===== src/rtl/ysyx_24100012_mem_arbiter_if.sv =====
// Signal bundle between the IFU/LSU requesters, the memory arbiter and the shared RAM port.
// slave: arbiter side; master: environment side (requesters plus downstream memory).
interface ysyx_24100012_mem_arbiter_if #(
    parameter int ADDR_WIDTH = 32,
    parameter int DATA_WIDTH = 32
);
    logic                      ifu_req_valid;
    logic                      ifu_req_ready;
    logic [ADDR_WIDTH-1:0]     ifu_addr;
    logic                      ifu_resp_valid;
    logic [DATA_WIDTH-1:0]     ifu_rdata;

    logic                      lsu_req_valid;
    logic                      lsu_req_ready;
    logic [ADDR_WIDTH-1:0]     lsu_addr;
    logic                      lsu_wen;
    logic [DATA_WIDTH-1:0]     lsu_wdata;
    logic [DATA_WIDTH/8-1:0]   lsu_wmask;
    logic                      lsu_resp_valid;
    logic [DATA_WIDTH-1:0]     lsu_rdata;

    logic                      mem_req_valid;
    logic                      mem_req_ready;
    logic [ADDR_WIDTH-1:0]     mem_addr;
    logic                      mem_wen;
    logic [DATA_WIDTH-1:0]     mem_wdata;
    logic [DATA_WIDTH/8-1:0]   mem_wmask;
    logic                      mem_resp_valid;
    logic [DATA_WIDTH-1:0]     mem_rdata;

    modport slave (
        input  ifu_req_valid, ifu_addr,
        input  lsu_req_valid, lsu_addr, lsu_wen, lsu_wdata, lsu_wmask,
        input  mem_req_ready, mem_resp_valid, mem_rdata,
        output ifu_req_ready, ifu_resp_valid, ifu_rdata,
        output lsu_req_ready, lsu_resp_valid, lsu_rdata,
        output mem_req_valid, mem_addr, mem_wen, mem_wdata, mem_wmask
    );

    modport master (
        output ifu_req_valid, ifu_addr,
        output lsu_req_valid, lsu_addr, lsu_wen, lsu_wdata, lsu_wmask,
        output mem_req_ready, mem_resp_valid, mem_rdata,
        input  ifu_req_ready, ifu_resp_valid, ifu_rdata,
        input  lsu_req_ready, lsu_resp_valid, lsu_rdata,
        input  mem_req_valid, mem_addr, mem_wen, mem_wdata, mem_wmask
    );
endinterface


===== src/rtl/ysyx_24100012_mem_arbiter.sv =====
// IFU/LSU arbiter sharing one variable-latency memory port, one transaction in flight.
// Define ARB_RR_EN to alternate grants on simultaneous requests (default: LSU always wins).
module ysyx_24100012_mem_arbiter #(
    parameter int ADDR_WIDTH = 32,
    parameter int DATA_WIDTH = 32
) (
    input  logic                      clk,
    input  logic                      rst,
    ysyx_24100012_mem_arbiter_if.slave bus,
    output logic                      busy
);
    localparam int MASK_WIDTH = DATA_WIDTH / 8;
    localparam logic OWN_IFU = 1'b0;
    localparam logic OWN_LSU = 1'b1;

    typedef enum logic [1:0] {
        IDLE = 2'd0,
        REQ  = 2'd1,
        WAIT = 2'd2,
        RESP = 2'd3
    } state_t;

    typedef struct packed {
        logic [ADDR_WIDTH-1:0] addr;
        logic                  wen;
        logic [DATA_WIDTH-1:0] wdata;
        logic [MASK_WIDTH-1:0] wmask;
    } mem_req_t;

    state_t                state;
    logic                  owner;
    mem_req_t              req_q;
    logic                  mem_req_valid_q;
    logic                  ifu_resp_q;
    logic                  lsu_resp_q;
    logic [DATA_WIDTH-1:0] ifu_rdata_q;
    logic [DATA_WIDTH-1:0] lsu_rdata_q;

    logic grant_lsu;
    logic grant_ifu;
    logic accepting;

    always_comb begin
`ifdef ARB_RR_EN
        // On a tie, serve whoever was not served last.
        grant_lsu = bus.lsu_req_valid && (!bus.ifu_req_valid || owner == OWN_IFU);
`else
        grant_lsu = bus.lsu_req_valid;
`endif
        grant_ifu = bus.ifu_req_valid && !grant_lsu;
    end

    // Ready is gated by reset so nothing handshakes while the block is held in reset.
    assign accepting         = rst && (state == IDLE);
    assign bus.lsu_req_ready = accepting && grant_lsu;
    assign bus.ifu_req_ready = accepting && grant_ifu;

    always_ff @(posedge clk or negedge rst) begin
        if (!rst) begin
            state           <= IDLE;
            owner           <= OWN_LSU;
            req_q           <= '0;
            mem_req_valid_q <= 1'b0;
            ifu_resp_q      <= 1'b0;
            lsu_resp_q      <= 1'b0;
            ifu_rdata_q     <= '0;
            lsu_rdata_q     <= '0;
        end else begin
            ifu_resp_q <= 1'b0;
            lsu_resp_q <= 1'b0;
            case (state)
                IDLE: begin
                    if (grant_lsu) begin
                        req_q           <= '{addr: bus.lsu_addr, wen: bus.lsu_wen,
                                             wdata: bus.lsu_wdata, wmask: bus.lsu_wmask};
                        owner           <= OWN_LSU;
                        mem_req_valid_q <= 1'b1;
                        state           <= REQ;
                    end else if (grant_ifu) begin
                        req_q           <= '{addr: bus.ifu_addr, wen: 1'b0,
                                             wdata: '0, wmask: '0};
                        owner           <= OWN_IFU;
                        mem_req_valid_q <= 1'b1;
                        state           <= REQ;
                    end
                end
                REQ: begin
                    if (bus.mem_req_ready) begin
                        mem_req_valid_q <= 1'b0;
                        state           <= WAIT;
                    end
                end
                WAIT: begin
                    if (bus.mem_resp_valid) begin
                        if (owner == OWN_LSU) begin
                            lsu_rdata_q <= req_q.wen ? '0 : bus.mem_rdata;
                            lsu_resp_q  <= 1'b1;
                        end else begin
                            ifu_rdata_q <= bus.mem_rdata;
                            ifu_resp_q  <= 1'b1;
                        end
                        state <= RESP;
                    end
                end
                RESP:    state <= IDLE;
                default: state <= IDLE;
            endcase
        end
    end

    assign bus.mem_req_valid  = mem_req_valid_q;
    assign bus.mem_addr       = req_q.addr;
    assign bus.mem_wen        = req_q.wen;
    assign bus.mem_wdata      = req_q.wdata;
    assign bus.mem_wmask      = req_q.wmask;
    assign bus.ifu_resp_valid = ifu_resp_q;
    assign bus.ifu_rdata      = ifu_rdata_q;
    assign bus.lsu_resp_valid = lsu_resp_q;
    assign bus.lsu_rdata      = lsu_rdata_q;
    assign busy               = (state != IDLE);
endmodule


===== src/flat_wrapper.sv =====
// flat-port wrapper written by rule: the top's interface ports become plain ports
module ysyx_24100012_mem_arbiter_flat 
#(
    parameter int ADDR_WIDTH = 32,
    parameter int DATA_WIDTH = 32
)
  (clk, rst, busy, bus_ifu_req_valid, bus_ifu_addr, bus_lsu_req_valid, bus_lsu_addr, bus_lsu_wen, bus_lsu_wdata, bus_lsu_wmask, bus_mem_req_ready, bus_mem_resp_valid, bus_mem_rdata, bus_ifu_req_ready, bus_ifu_resp_valid, bus_ifu_rdata, bus_lsu_req_ready, bus_lsu_resp_valid, bus_lsu_rdata, bus_mem_req_valid, bus_mem_addr, bus_mem_wen, bus_mem_wdata, bus_mem_wmask);
  ysyx_24100012_mem_arbiter_if #(.ADDR_WIDTH(ADDR_WIDTH), .DATA_WIDTH(DATA_WIDTH)) bus_i ();
  input  logic clk;
  input  logic rst;
  output logic busy;
  input wire logic [$bits(bus_i.ifu_req_valid)-1:0] bus_ifu_req_valid;
  input wire logic [$bits(bus_i.ifu_addr)-1:0] bus_ifu_addr;
  input wire logic [$bits(bus_i.lsu_req_valid)-1:0] bus_lsu_req_valid;
  input wire logic [$bits(bus_i.lsu_addr)-1:0] bus_lsu_addr;
  input wire logic [$bits(bus_i.lsu_wen)-1:0] bus_lsu_wen;
  input wire logic [$bits(bus_i.lsu_wdata)-1:0] bus_lsu_wdata;
  input wire logic [$bits(bus_i.lsu_wmask)-1:0] bus_lsu_wmask;
  input wire logic [$bits(bus_i.mem_req_ready)-1:0] bus_mem_req_ready;
  input wire logic [$bits(bus_i.mem_resp_valid)-1:0] bus_mem_resp_valid;
  input wire logic [$bits(bus_i.mem_rdata)-1:0] bus_mem_rdata;
  output wire logic [$bits(bus_i.ifu_req_ready)-1:0] bus_ifu_req_ready;
  output wire logic [$bits(bus_i.ifu_resp_valid)-1:0] bus_ifu_resp_valid;
  output wire logic [$bits(bus_i.ifu_rdata)-1:0] bus_ifu_rdata;
  output wire logic [$bits(bus_i.lsu_req_ready)-1:0] bus_lsu_req_ready;
  output wire logic [$bits(bus_i.lsu_resp_valid)-1:0] bus_lsu_resp_valid;
  output wire logic [$bits(bus_i.lsu_rdata)-1:0] bus_lsu_rdata;
  output wire logic [$bits(bus_i.mem_req_valid)-1:0] bus_mem_req_valid;
  output wire logic [$bits(bus_i.mem_addr)-1:0] bus_mem_addr;
  output wire logic [$bits(bus_i.mem_wen)-1:0] bus_mem_wen;
  output wire logic [$bits(bus_i.mem_wdata)-1:0] bus_mem_wdata;
  output wire logic [$bits(bus_i.mem_wmask)-1:0] bus_mem_wmask;
  assign bus_i.ifu_req_valid = bus_ifu_req_valid;
  assign bus_i.ifu_addr = bus_ifu_addr;
  assign bus_i.lsu_req_valid = bus_lsu_req_valid;
  assign bus_i.lsu_addr = bus_lsu_addr;
  assign bus_i.lsu_wen = bus_lsu_wen;
  assign bus_i.lsu_wdata = bus_lsu_wdata;
  assign bus_i.lsu_wmask = bus_lsu_wmask;
  assign bus_i.mem_req_ready = bus_mem_req_ready;
  assign bus_i.mem_resp_valid = bus_mem_resp_valid;
  assign bus_i.mem_rdata = bus_mem_rdata;
  assign bus_ifu_req_ready = bus_i.ifu_req_ready;
  assign bus_ifu_resp_valid = bus_i.ifu_resp_valid;
  assign bus_ifu_rdata = bus_i.ifu_rdata;
  assign bus_lsu_req_ready = bus_i.lsu_req_ready;
  assign bus_lsu_resp_valid = bus_i.lsu_resp_valid;
  assign bus_lsu_rdata = bus_i.lsu_rdata;
  assign bus_mem_req_valid = bus_i.mem_req_valid;
  assign bus_mem_addr = bus_i.mem_addr;
  assign bus_mem_wen = bus_i.mem_wen;
  assign bus_mem_wdata = bus_i.mem_wdata;
  assign bus_mem_wmask = bus_i.mem_wmask;
  ysyx_24100012_mem_arbiter #(.ADDR_WIDTH(ADDR_WIDTH), .DATA_WIDTH(DATA_WIDTH)) u_core (.clk(clk), .rst(rst), .bus(bus_i), .busy(busy));
endmodule

===== config.mk =====
export PLATFORM = sky130hd
export DESIGN_NAME = ysyx_24100012_mem_arbiter_flat
export DESIGN_NICKNAME = d
export VERILOG_FILES = /design/src/rtl/ysyx_24100012_mem_arbiter_if.sv /design/src/rtl/ysyx_24100012_mem_arbiter.sv /design/src/flat_wrapper.sv
export SDC_FILE = /design/constraint.sdc
export NUM_CORES = 1
export LEC_CHECK = 0
export ABC_AREA = 0
export CAP_MARGIN = 15
export CORE_MARGIN = 2
export CORE_UTILIZATION = 41
export CTS_CLUSTER_DIAMETER = 120
export DETAILED_ROUTE_END_ITERATION = 8
export GPL_ROUTABILITY_DRIVEN = 1
export PLACE_DENSITY = 0.81
export SYNTH_ARGS = -nofsm -noshare
export SYNTH_HDL_FRONTEND = slang
export SYNTH_SLANG_ARGS = --single-unit

===== constraint.sdc =====
create_clock -name clk -period 2.2 [get_ports clk]
set_clock_uncertainty 0.1 [all_clocks]
set_input_delay 0.22 -clock clk [delete_from_list [all_inputs] [get_ports clk]]
set_output_delay 0.22 -clock clk [all_outputs]
set_load 0.005 [all_outputs]

==> reports/metrics.yaml, run 1 <==
run_status:
  outcome: "complete, no violations"
sta:
  maxSlewViolCount: 0
  relSlewSlack_pct: 49.21
  finalSetupTns_ns: 0
  setup_violations: 0
  fin_crit_ns: 2.134
  tightest_slew_ns: 0.7619
  finalHoldViolCount: 0
  hold_ws_ns: 0.1288
  rsz0062_at_grt: "false"
  min_period_over_period_pct: 96.98
  fmaxAchievable_ghz: 0.4687
finish:
  final_area_um2: 9392
  nets: 950
  antenna_cells: 0
  drive_above_1_share_pct: 6.585
  multi_input_area_um2: 2122
  n_fill_cell: 1010
  syn2layout_area_growth_pct: 61.91
  seqCellArea_um2: 3480
pwr:
  p_sw_mw: 3.870
  p_leak_nw: 4.295
  power.total_mw: 12.79
  intPower_mw: 8.920
  switching_share_pct: 30.26
  pwr-share-comb_pct: 40.6
  clockPowerShare_pct: 24.3
  power_frac_seq_pct: 35.1
  ir_drop_mv: 0.6443
  power.density_nw_per_um2: 1362
detailed_routing:
  drc: 0
  wl_um: 16210
  post_drt_wl_per_cell_um: 16.21
  ant_nets: 0
  drtIter0Drc: 328
  vias: 4930
  viasPerCell: 4.930
  dr.pass1.iters: 7
grt:
  antenna_found_initial: 0
  grt_pass1_vias: 5017
  grt_overflow: 0
  grt_pass1_wl_um: 25320
  grt_max_degree: 136
  grt_usage_pct: 22.09
yosys:
  ys_top_cells_by_area: "dfrtp_1, nand2_1, mux2_1, mux2i_1, o21ai_0"
  synth-simple-area-share_pct: 16.80
  synth_compound_area_share_pct: 6.493
  synth_area_per_cell_um2: 10.78
  yosysWarnings: 0
  synth_top_family_by_area: "simple AND/OR/NAND/NOR gates"
  synth_mux_area_share_pct: 11.93
  syn-cell-area_um2: 5801
  synth_seq_area_share_pct: 59.99
  synth_flop_cell: "dfrtp_1"
  synthCells: 538
  synth.most_common_cell: "nand2_1"
  synth_edf_count: 0
  synth_cell_types: 25
  yosysTopAreaCellShare_pct: 59.53
  ys_top_cells_by_count: "nand2_1, dfrtp_1, o21ai_0"
  async_flop_share_pct: 100.0
  syn-num-nets: 681
  synth-seq-cells: 139
  synthAdderAreaFrac_pct: 0.8628
  synth.largest_area_cell: "dfrtp_1"
  synth_xor_area_share_pct: 0
floorplan:
  die_w_um: 122.9
  ios: 278
  die_area_um2: 15120
  num_rows: 43
  die_h_um: 122.9
  coreArea_um2: 13830
  initial_core_util_pct: 41.95
placed_design:
  io_buffers: 277
  place_area_um2: 8720
  dp_hpwl_um: 11560
  gp_congestion: 0.7942
clocking:
  cts_sinks: 139
  postCtsSetupBuffers: 0
  cts_htree_levels: 4
  clockBufferDepth: 2
  cts.clk_slew.worst_paths_ns: 0.06
  insertion_delay_ns: 0.41
  cts_tree: "done"
  cts-buffers-inserted: 17
  cts_root_buffer: "clkbuf_16"
worst_setup_path:
  worstPathMaxFanout: 6
  worstPathRequired_ns: 1.88
  critPathArrivalTime_ns: 1.81
  crit_type: "reg -> out"
  crit_path_end_kind: "output pin"
  start_kind: "flop"
  regToRegSetupSlack_ns: 0.28
run:
  max_cap_violations: 0
min_path:
  hp-class: "in -> async"
## worst max-delay path: stages, from the launching register on
cell and delay [ns]:
dfrtp_1 0.41, inv_2 0.11, ha_4 0.17, and3_1 0.15
clkdlybuf4s50_1 0.56
## through the flow
step	std cells	setup slack [ns]	utilization, %
2_1_floorplan	538	0.5533	-
3_3_place_gp	967	0.2505	63.06
3_5_place_dp	967	0.2220	63.06
4_1_cts	1000	0.01409	67.90
5_1_grt	1000	0.002161	67.92
6_report	1000	0.06638	67.92
## what timing repair did
action / 4_1_cts / 5_1_grt
endpoints found under the setup margin: 2 / 1
resized for setup: 3 / 1
hold endpoints to repair: 139 / 0
pin swaps: 0 / 0
hold buffers: 1 / 0
## cell usage in the layout (no fill, tap or decap), drive strengths merged
cell | Yosys | layout
bufinv | 0 | 5
ha | 4 | 4
o21ai | 66 | 66
and4b | 1 | 1
and3 | 1 | 1
nand2b | 32 | 32
a221oi | 1 | 1
mux2i | 32 | 32
mux2 | 33 | 33
nand2 | 139 | 139
a21oi | 1 | 1
dfrtp | 138 | 138
dlygate4sd3 | 0 | 1
dfstp | 1 | 1
a22o | 1 | 1
clkdlybuf4s50 | 0 | 274
buf | 24 | 11
nor2 | 2 | 2
clkbuf | 13 | 18
nor3b | 1 | 1
a2bb2oi | 2 | 2
dlymetal6s2s | 0 | 1
nand3b | 1 | 1
clkinvlp | 0 | 4
clkinv | 0 | 4
nand3 | 38 | 38
inv | 7 | 8
## power by group through the flow
stage	Sequential, mW	Combinational [mW]	Clock (mW)
finish	4.49	5.20	3.11
global route	4.63	5.75	3.28
CTS	4.49	5.28	3.17
detailed placement	4.52	5.23	0
global placement	4.44	5.06	0
floorplan	4.54	1.84	0
## metal layers
metal / wire (um) / GRT usage, %
met5: 0 / 0
met4: 550 / 10.70
met3: 1371 / 7.611
met2: 8226 / 38.02
met1: 6058 / 24.38
## kinds of logic (layout without fill, tap and decap cells)
group                    after synthesis  count (layout)
AND/OR/NAND/NOR                      215             215
flip-flops                           139             139
AO/OA/AOI/OAI                         71              71
multiplexers                          65              65
buffers and inverters                 44             326
adder cells (fa/ha/maj)                4               4
## registers in the layout (all words and copies together), names as in the netlist
signal,count
u_core.state,2
u_core.bus.mem_wmask,4
u_core.bus.mem_wen,1
u_core.bus.mem_wdata,32
u_core.bus.lsu_resp_valid,1
u_core.bus.lsu_rdata,32
u_core.bus.mem_addr,32
u_core.bus.ifu_resp_valid,1
u_core.owner,1
u_core.bus.ifu_rdata,32
u_core.bus.mem_req_valid,1
## worst paths after layout
check / start / endpoint / depth (start not counted)
max: u_core.state[0] / bus_lsu_req_ready / 4
min: rst / u_core.state[1] / 2
max reg2reg: u_core.state[0] / u_core.bus.mem_addr[28] / 7
min reg2reg: u_core.bus.mem_wdata[13] / u_core.bus.mem_wdata[13] / 2
max in group asynchronous: rst / u_core.bus.ifu_rdata[2] / 3
min in group clk: bus_lsu_req_valid / u_core.bus.mem_wdata[23] / 3
## cell type report
class / instances / area share, %
flip-flops and latches: 139 / 37.05
repair buffers: 287 / 30.76
multi-input cells: 355 / 22.60
clock buffers: 18 / 4.570
well taps: 180 / 2.398
clock inverters: 14 / 2.345
inverters: 7 / 0.2798
Power figures use the tool's default switching activity.
==> inputs of run 2 (changes only) <==
HOLD_SLACK_MARGIN = 0.02   (was not set)
==> results of run 2 <==
The final DEF is identical to that of run 1; final timing and power are the same.
==> inputs of run 3 (changes only) <==
CORE_MARGIN = 8   (was 2)
SKIP_LAST_GASP = 1   (was not set)
clock period = 2.27 ns   (was 2.2 ns; I/O delays follow)
==> run 3 against run 2 <==
Non-clock buffer count increased by 1. Die area increased by 20%. Cell area down 0.79%. Core utilization shrank 0.53 points. Largest power group unchanged.
==> reports/metrics.yaml, run 3 (synthesis gave the netlist of run 1 again) <==
floorplan:
  ios: 278  # unchanged
  num_rows: 43  # unchanged
  die_area_um2: 18210  # +20%
  die_w_um: 134.9  # +9.8%
  initial_core_util_pct: 41.95  # unchanged
  die_h_um: 134.9  # +9.8%
  coreArea_um2: 13830  # unchanged
placed_design:
  gp_congestion: 0.7795  # -1.9%
  place_area_um2: 8712  # about the same
  dpl.cell_count: 966  # -0.10%
  io_buffers: 277  # unchanged
  dp_hpwl_um: 13190  # +14%
sta:
  fmaxAchievable_ghz: 0.4662
  fin_crit_ns: 2.145
  finalHoldViolCount: 0  # unchanged
  maxSlewViolCount: 0  # unchanged
  setup_violations: 0  # unchanged
  min_period_over_period_pct: 94.50
  relSlewSlack_pct: 55.45  # +6.2 points
  finalSetupTns_ns: 0  # unchanged
  tightest_slew_ns: 0.6682  # -0.09366 ns
  rsz0062_at_grt: "false"
finish:
  final_common_cell: "clkdlybuf4s50_1"
  antenna_cells: 0  # unchanged
  final_cell_mix: "clkdlybuf4s50_1, nand2_1, dfrtp_1, o21ai_0, nand3_1"
  final_area_um2: 9318  # -0.79%
  seqCellArea_um2: 3480  # unchanged
  multi_input_area_um2: 2122  # unchanged
  drive_above_1_share_pct: 6.577  # -0.0080 points
  layoutNonFillerInstCount: 1001  # +0.10%
  nets: 951  # +0.11%
  n_fill_cell: 1015  # +0.50%
  syn2layout_area_growth_pct: 60.63
  fin_util_pct: 67.39  # -0.53 points
detailed_routing:
  post_drt_wl_per_cell_um: 17.61  # +8.7%
  ant_nets: 0  # unchanged
  viasPerCell: 4.867  # -1.3%
  wl_um: 17630  # +8.8%
  vias: 4872  # -1.2%
  drc: 0  # unchanged
  dr.pass1.iters: 4  # -3
  drtIter0Drc: 260  # -21%
run_status:
  outcome: "complete, no violations"
grt:
  grt_pass1_wl_um: 27450  # +8.4%
  met1_usage_pct: 22.20  # -2.2 points
  gr-usage-met3_pct: 8.767  # +1.2 points
  busiest_layer: "met2"
  grt_max_degree: 113  # -17%
  grt_overflow: 0  # unchanged
  antenna_found_initial: 0  # unchanged
  grt_pass1_vias: 5207  # +3.8%
  grt_usage_pct: 19.31  # -2.8 points
  use_met2_pct: 31.38  # -6.6 points
clocking:
  insertion_delay_ns: 0.41  # about the same
  cts_sinks: 139  # unchanged
  cts_root_buffer: "clkbuf_16"
  cts_htree_levels: 4  # unchanged
  cts-buffers-inserted: 17  # unchanged
  cts.clk_slew.worst_paths_ns: 0.06  # about the same
  clockBufferDepth: 2  # unchanged
  cts_tree: "done"
pwr:
  power.density_nw_per_um2: 1295  # -4.9%
  ir_drop_mv: 0.5763  # -11%
  p_leak_nw: 4.273  # -0.51%
run:
  max_cap_violations: 0  # unchanged
worst_setup_path:
  critPathArrivalTime_ns: 1.82  # about the same
  start_kind: "flop"
  crit_type: "reg -> out"
  worstPathMaxFanout: 4  # -2
  crit_path_end_kind: "output pin"
  worstPathRequired_ns: 1.94  # +0.06 ns
min_path:
  hp-class: "in -> reg"
[run 3: repair_timing]
| item | 4_1_cts | 5_1_grt |
|---|---|---|
| hold buffers | 1 | 0 |
| setup buffers | 2 | 0 |
| gates resized for setup | 1 | 5 |
| setup endpoints to repair | 2 | 1 |
| pin swaps | 1 | 0 |
| endpoints found under the hold margin | 27 | 0 |
[run 3: final timing paths]
| check | start | to | slack, ns | cells past startpoint |
|---|---|---|---|---|
| setup / recovery | u_core.state[0] | bus_lsu_req_ready | 0.12 | 4 |
| hold / removal | bus_lsu_req_valid | u_core.bus.mem_wen | 0.14 | 3 |
| setup reg to reg | u_core.state[0] | u_core.bus.ifu_rdata[20] | 0.23 | 4 |
| hold reg to reg | u_core.bus.mem_wdata[8] | u_core.bus.mem_wdata[8] | 0.36 | 2 |
| max in group asynchronous | rst | u_core.bus.lsu_rdata[3] | 0.98 | 3 |
| min in group asynchronous | rst | u_core.bus.mem_addr[11] | 0.23 | 2 |
[run 3: critical path: stages, from the launching register on]
cell and delay, ns:
dfrtp_1 0.41, inv_1 0.15, ha_4 0.19, and3_1 0.15
clkdlybuf4s50_1 0.52
[run 3: metrics by stage]
stage	total power [mW]	hold slack [ns]	worst slack [ns]
floorplan	6.179	-0.1686	0.6233
global placement	9.312	0.01789	0.3477
detailed placement	9.521	0.02524	0.2605
CTS	12.24	0.1108	0.02304
global route	12.88	0.1321	0.04917
finish	12.06	0.1384	0.1250
[run 3: per-layer routing]
layer	vias up	part of all wire [%]
met4	0	1.7
li1	2323	-
met2	203	48
met1	2323	40
met3	23	10
met5	-	0
[run 3: layout make-up]
cell class | instances | share of cell area, %
flip-flops and latches | 139 | 37.34
inverters | 7 | 0.2820
well taps | 180 | 2.417
multi-input cells | 355 | 22.77
repair buffers | 288 | 31.18
clock buffers | 19 | 4.754
clock inverters | 13 | 1.249
[run 3: power by group]
part | internal [mW] | total [mW] | switching, mW
logic | 3.03 | 5.09 | 2.05
registers | 3.68 | 4.37 | 0.690
clock network | 1.54 | 2.61 | 1.06
